<file path="config.mk">
export PLATFORM = sky130hd
export DESIGN_NAME = huffman_detranslation
export DESIGN_NICKNAME = d
export VERILOG_FILES = /design/src/rtl/huffman_detranslation.sv
export SDC_FILE = /design/constraint.sdc
export NUM_CORES = 1
export LEC_CHECK = 0
export BUFFER_PORTS_ARGS = -buffer_cell sky130_fd_sc_hd__buf_2
export CAP_MARGIN = 20
export CELL_PAD_IN_SITES_DETAIL_PLACEMENT = 1
export CELL_PAD_IN_SITES_GLOBAL_PLACEMENT = 1
export CORE_ASPECT_RATIO = 1.25
export CORE_UTILIZATION = 47
export CTS_CLUSTER_DIAMETER = 200
export DETAILED_ROUTE_END_ITERATION = 8
export PLACE_DENSITY = 0.87
export SLEW_MARGIN = 20
export SYNTH_ARGS = -nofsm -noshare
export SYNTH_HDL_FRONTEND = slang
export SYNTH_SLANG_ARGS = --single-unit
</file>
<file path="constraint.sdc">
create_clock -name clk -period 3.3 [get_ports clk]
set_clock_uncertainty 0.2 [all_clocks]
set_input_delay 0.165 -clock clk [delete_from_list [all_inputs] [get_ports clk]]
set_output_delay 0.165 -clock clk [all_outputs]
set_load 0.02 [all_outputs]
</file>
<file path="src/rtl/huffman_detranslation.sv">
// Rebuilds literal / (length-3, distance) tokens from static-Huffman symbols; HUFF_DETRANS_STATS_EN adds delivery counters.
// Latency: 3 cycles from input accept to out_valid, 1 token/cycle.
// Backpressure: ready/valid, stall ripples combinationally back to in_ready so a full pipe never bubbles.
module huffman_detranslation #(
    parameter int D_WIDTH   = 16,
    parameter int CNT_WIDTH = 32
) (
    input  logic               clk,
    input  logic               reset,
    input  logic               in_valid,
    output logic               in_ready,
    input  logic [8:0]         lit_sym,
    input  logic [4:0]         l_extra,
    input  logic [4:0]         d_sym,
    input  logic [12:0]        d_extra,
    output logic               out_valid,
    input  logic               out_ready,
    output logic [7:0]         l_V,
    output logic [D_WIDTH-1:0] d_V,
    output logic               eob,
    output logic               err
`ifdef HUFF_DETRANS_STATS_EN
    ,
    output logic [CNT_WIDTH-1:0] lit_count,
    output logic [CNT_WIDTH-1:0] match_count
`endif
);

    typedef enum logic [1:0] {CLS_LIT, CLS_EOB, CLS_LEN, CLS_BAD} sym_class_t;

    // {l_base[7:0], l_nbits[2:0]} indexed by lit_sym-257
    function automatic logic [10:0] len_rom(input logic [8:0] a);
        logic [10:0] t;
        t = '0;
        case (a)
            9'd0:  t = {8'd0,   3'd0};
            9'd1:  t = {8'd1,   3'd0};
            9'd2:  t = {8'd2,   3'd0};
            9'd3:  t = {8'd3,   3'd0};
            9'd4:  t = {8'd4,   3'd0};
            9'd5:  t = {8'd5,   3'd0};
            9'd6:  t = {8'd6,   3'd0};
            9'd7:  t = {8'd7,   3'd0};
            9'd8:  t = {8'd8,   3'd1};
            9'd9:  t = {8'd10,  3'd1};
            9'd10: t = {8'd12,  3'd1};
            9'd11: t = {8'd14,  3'd1};
            9'd12: t = {8'd16,  3'd2};
            9'd13: t = {8'd20,  3'd2};
            9'd14: t = {8'd24,  3'd2};
            9'd15: t = {8'd28,  3'd2};
            9'd16: t = {8'd32,  3'd3};
            9'd17: t = {8'd40,  3'd3};
            9'd18: t = {8'd48,  3'd3};
            9'd19: t = {8'd56,  3'd3};
            9'd20: t = {8'd64,  3'd4};
            9'd21: t = {8'd80,  3'd4};
            9'd22: t = {8'd96,  3'd4};
            9'd23: t = {8'd112, 3'd4};
            9'd24: t = {8'd128, 3'd5};
            9'd25: t = {8'd160, 3'd5};
            9'd26: t = {8'd192, 3'd5};
            9'd27: t = {8'd224, 3'd5};
            9'd28: t = {8'd255, 3'd0};
            default: t = '0;
        endcase
        return t;
    endfunction

    // {d_base[15:0], d_nbits[3:0]} indexed by d_sym
    function automatic logic [19:0] dist_rom(input logic [4:0] a);
        logic [19:0] t;
        t = '0;
        case (a)
            5'd0:  t = {16'd1,     4'd0};
            5'd1:  t = {16'd2,     4'd0};
            5'd2:  t = {16'd3,     4'd0};
            5'd3:  t = {16'd4,     4'd0};
            5'd4:  t = {16'd5,     4'd1};
            5'd5:  t = {16'd7,     4'd1};
            5'd6:  t = {16'd9,     4'd2};
            5'd7:  t = {16'd13,    4'd2};
            5'd8:  t = {16'd17,    4'd3};
            5'd9:  t = {16'd25,    4'd3};
            5'd10: t = {16'd33,    4'd4};
            5'd11: t = {16'd49,    4'd4};
            5'd12: t = {16'd65,    4'd5};
            5'd13: t = {16'd97,    4'd5};
            5'd14: t = {16'd129,   4'd6};
            5'd15: t = {16'd193,   4'd6};
            5'd16: t = {16'd257,   4'd7};
            5'd17: t = {16'd385,   4'd7};
            5'd18: t = {16'd513,   4'd8};
            5'd19: t = {16'd769,   4'd8};
            5'd20: t = {16'd1025,  4'd9};
            5'd21: t = {16'd1537,  4'd9};
            5'd22: t = {16'd2049,  4'd10};
            5'd23: t = {16'd3073,  4'd10};
            5'd24: t = {16'd4097,  4'd11};
            5'd25: t = {16'd6145,  4'd11};
            5'd26: t = {16'd8193,  4'd12};
            5'd27: t = {16'd12289, 4'd12};
            5'd28: t = {16'd16385, 4'd13};
            5'd29: t = {16'd24577, 4'd13};
            default: t = '0;
        endcase
        return t;
    endfunction

    logic        v1, v2, adv1, adv2;
    sym_class_t  cls_in, cls1, cls2;
    logic [7:0]  lit1, lit2;
    logic [8:0]  l_addr1;
    logic [4:0]  d_addr1;
    logic [4:0]  l_extra1, l_extra2;
    logic [12:0] d_extra1, d_extra2;
    logic [7:0]  l_base2;
    logic [2:0]  l_nbits2;
    logic [15:0] d_base2;
    logic [3:0]  d_nbits2;
    logic [7:0]  l_mask, l_sum;
    logic [12:0] d_mask;
    logic [16:0] d_sum;

    assign adv2     = !out_valid | out_ready;
    assign adv1     = !v2 | adv2;
    assign in_ready = !v1 | adv1;

    always_comb begin
        cls_in = CLS_LIT;
        if (lit_sym == 9'd256) begin
            cls_in = CLS_EOB;
        end else if (lit_sym > 9'd256) begin
            cls_in = (lit_sym > 9'd285 || d_sym > 5'd29) ? CLS_BAD : CLS_LEN;
        end
    end

    always_ff @(posedge clk or negedge reset) begin
        if (!reset) begin
            v1       <= 1'b0;
            cls1     <= CLS_LIT;
            lit1     <= '0;
            l_addr1  <= '0;
            d_addr1  <= '0;
            l_extra1 <= '0;
            d_extra1 <= '0;
        end else if (in_ready) begin
            v1       <= in_valid;
            cls1     <= cls_in;
            lit1     <= lit_sym[7:0];
            l_addr1  <= lit_sym - 9'd257;
            d_addr1  <= d_sym;
            l_extra1 <= l_extra;
            d_extra1 <= d_extra;
        end
    end

    // Table ROMs only read on advance, so their output doubles as the stage-2 hold register.
    always_ff @(posedge clk) begin
        if (adv1) begin
            {l_base2, l_nbits2} <= len_rom(l_addr1);
            {d_base2, d_nbits2} <= dist_rom(d_addr1);
        end
    end

    always_ff @(posedge clk or negedge reset) begin
        if (!reset) begin
            v2       <= 1'b0;
            cls2     <= CLS_LIT;
            lit2     <= '0;
            l_extra2 <= '0;
            d_extra2 <= '0;
        end else if (adv1) begin
            v2       <= v1;
            cls2     <= cls1;
            lit2     <= lit1;
            l_extra2 <= l_extra1;
            d_extra2 <= d_extra1;
        end
    end

    // Extra bits above nbits are silently dropped.
    assign l_mask = ~(8'hFF << l_nbits2);
    assign d_mask = ~(13'h1FFF << d_nbits2);
    assign l_sum  = l_base2 + ({3'b000, l_extra2} & l_mask);
    assign d_sum  = {1'b0, d_base2} + {4'b0000, d_extra2 & d_mask};

    always_ff @(posedge clk or negedge reset) begin
        if (!reset) begin
            out_valid <= 1'b0;
            l_V       <= '0;
            d_V       <= '0;
            eob       <= 1'b0;
            err       <= 1'b0;
        end else if (adv2) begin
            out_valid <= v2;
            l_V       <= '0;
            d_V       <= '0;
            eob       <= 1'b0;
            err       <= 1'b0;
            case (cls2)
                CLS_LIT: l_V <= lit2;
                CLS_LEN: begin
                    l_V <= l_sum;
                    d_V <= D_WIDTH'(d_sum);
                end
                CLS_EOB: eob <= 1'b1;
                CLS_BAD: err <= 1'b1;
                default: err <= 1'b1;
            endcase
        end
    end

`ifdef HUFF_DETRANS_STATS_EN
    // Matches always carry a non-zero distance, literals carry zero.
    always_ff @(posedge clk or negedge reset) begin
        if (!reset) begin
            lit_count   <= '0;
            match_count <= '0;
        end else if (out_valid && out_ready && !eob && !err) begin
            if (d_V == '0) begin
                if (lit_count != '1) lit_count <= lit_count + CNT_WIDTH'(1);
            end else begin
                if (match_count != '1) match_count <= match_count + CNT_WIDTH'(1);
            end
        end
    end
`endif

endmodule

</file>
==> key figures <==
STA
  – Fin crit period: 2.99 ns
  – Max-slew violations: 0
  – Tightest Pin Transition: 1.04 ns
  – Setup Viol. Count Final: 0
  – Hold Fails Final Rpt: 0
  – Setup_tns: 0 ns
  – RSZ-0062 raised after global routing: false
  – Highest clock rate: 0.335 GHz
  – Max_slew headroom: 30.4%
  – Final period utilization: 90.5%

Clock tree
  – CTS Sinks: 129
  – Root Driver: clkbuf_16
  – TritonCTS clock tree: built
  – CTS buffer count: 17
  – Post-CTS sizing: 0
  – CTS Hold Bufs: 35
  – # Post-CTS Setup Buffers: 0
  – Htree depth: 4
  – CTS max path bufs: 2
  – Clock transition at path regs: 0.05 ns
  – Clock latency on the worst-skew pair: 0.43 ns

Cells and area
  – Layout Nets: 751
  – Antenna cells: 0
  – Layout cells sized above 1: 24.0%
  – Final std cell area, no fill: 0.00793 mm2
  – Area grow syn2layout: 21.3%

Drt
  – Post-route DRC: 0
  – DR WL/cell: 21.5 um
  – Routed vias: 5,049
  – Drt total wl: 18,700 um
  – First drt pass iteration count: 4
  – DR vias/cell: 5.82
  – 1st-iter DRT viols: 268
  – Post-route ant nets: 0

Die
  – Die area: 0.0144 mm2
  – Die Wd: 107 um
  – Initial core utilization: 48.7%
  – Die height: 134 um
  – Ports: 64
  – # rows: 47
  – Core footprint: 0.0134 mm2

Worst setup path
  – CP Data Required Time: 3.39 ns
  – Critical path buffer and inverter count: 0
  – Slowest stage delay, CP: 0.53 ns
  – Family with the most delay on the worst path: compound AO/OA/AOI/OAI gates
  – Crit path cell chain: nor2_1, a21boi_0, ha_1, fa_1, a21oi_1, o221ai_2, a21boi_2, o21ai_2, xnor2_1, o21ai_1
  – Critical-path top delay cell: edfxtp_1
  – Worst setup SP type: register
  – WP data arrival: 3.07 ns
  – Crit path kind: register to register
  – Worst Path Max Fanout: 11
  – Worst setup EP type: register

Placement
  – HPWL after detailed placement: 12,100 um
  – GP Congestion: 0.891
  – Port Buf Inserts: 63
  – Cell Area, Placed: 0.00699 mm2

Worst hold path
  – Hold Path Class: input pin to async pin

Synth
  – Most numerous cell in the Yosys netlist: dfrtp_1
  – Cell taking the most area after synthesis: dfrtp_1
  – Synth area leaders: dfrtp_1 (38%), edfxtp_1 (14%), mux2_2 (9.5%)
  – Post-synthesis sequential element count: 129
  – Top cell type's share of synthesized area: 37.9%
  – EDFF count, synth: 30
  – Ys async rst share: 76.7%
  – Syn. warnings: 0
  – Distinct cell type count after synthesis: 62
  – Post-synth top flop: dfrtp_1
  – Post-synthesis sequential area ratio: 51.7%
  – Synth Cell Area: 0.00654 mm2
  – Syn Inst Count: 593
  – Top cells by count, synth: dfrtp_1 (99), mux2_2 (55), nand2_1 (49)
  – Avg Inst Size Synth: 11.0 um2
  – Synth Net Count: 660

Pwr
  – Design Power: 5.06 mW
  – P per Cell Area: 639 mW/mm2
  – LEAKAGE: 3.55 nW
  – Worst VDD drop: 369 uV

Global route
  – Largest net degree at the start of global routing: 57
  – First-pass GRT wire length: 29,700 um
  – Initial antenna violation count: 0
  – Number of global-route vias before repair: 5,529
  – GRT Util Overall: 27.8%
  – GRT overflow: 0

Status
  – Status: completed

Flow run
  – Max Cap Viol: 0
==> report_power, final <==
part,internal (mW),switching [mW],total (mW)
combinational,0.451,0.643,1.09
sequential,1.87,0.222,2.09
clock,1.17,0.710,1.88
==> layout make-up <==
cell class	count	area (um2)
Inverter	22	82.6
Clock inverter	11	111
Multi-Input combinational cell	411	2950
Tap cell	171	214
Sequential cell	129	3380
Clock buffer	21	472
Fill cell	1410	5480
Timing Repair Buffer	103	718
==> flip-flops by register name, indices dropped and copies added (netlist names) <==
signal	cells
d_V	16
d_base2	15
d_extra1	13
d_extra2	13
l_addr1	9
l_V	8
l_base2	8
lit1	8
lit2	8
d_addr1	5
l_extra1	5
l_extra2	5
d_nbits2	4
l_nbits2	3
cls1	2
cls2	2
eob	1
err	1
out_valid	1
v1	1
v2	1
==> path summary, 6_finish.rpt <==
path | cells past startpoint | to | slack, ns | start
worst max register to register | 10 | d_V[12] | 0.31 | d_nbits2[3]
worst min register to register | 1 | v2 | 0.28 | v1
max in group asynchronous | 3 | v1 | 2.08 | reset
worst min-delay path | 2 | d_extra1[8] | 0.09 | reset
worst max-delay path | 10 | d_V[12] | 0.31 | d_nbits2[3]
min in group clk | 1 | v2 | 0.28 | v1
==> cells in the final DEF, fill, tap and decap left out, types with 4 or more instances in the layout <==
cell type,n
dfrtp_1,99
buf_2,62
mux2_2,55
nand2_1,48
nor2_1,41
o21ai_0,36
dlygate4sd3_1,35
a21oi_1,34
edfxtp_1,30
ha_1,29
inv_1,22
clkbuf_16,18
nor3_1,14
mux2i_1,13
xnor2_1,13
nand3_1,11
nor2b_1,10
xor2_1,8
nand2b_1,7
and2_1,6
a31oi_1,6
o21ai_1,5
buf_4,5
and3_1,4
a22o_1,4
a21o_1,4
nand4_1,4
o211ai_1,4
==> metal layers <==
| layer | wire [um] | vias up | GRT usage (%) |
|---|---|---|---|
| li1 | - | 2287 | - |
| met1 | 7780 | 2562 | 33.5 |
| met2 | 9650 | 156 | 48.7 |
| met3 | 767 | 44 | 5.49 |
| met4 | 467 | 0 | 10.6 |
| met5 | 0 | - | 0 |
==> through the flow <==
| step | cells | hold WS, ns | utilization, % | setup WS, ns |
|---|---|---|---|---|
| after floorplan | 593 | -0.331 | - | 0.755 |
| final | 868 | 0.0882 | 59.1 | 0.315 |
| after global placement | 801 | 0.00363 | 52.2 | 0.597 |
| after detailed placement | 801 | 0.0162 | 52.2 | 0.396 |
| after global routing | 868 | 0.149 | 59.1 | 0.193 |
| after CTS | 868 | 0.116 | 59.1 | 0.341 |
==> kinds of logic after synthesis <==
kind of cell | Yosys count | synth area share [%]
buffers and inverters | 53 | 3.31
muxes | 68 | 11.5
xor gates and xnor gates | 21 | 2.81
DFF | 129 | 51.7
adders and majority gates | 31 | 6.16
and+or+nand+nor | 165 | 12.1
AOI/OAI and AO/OA | 126 | 12.4
(Power assumes the default switching activity.)
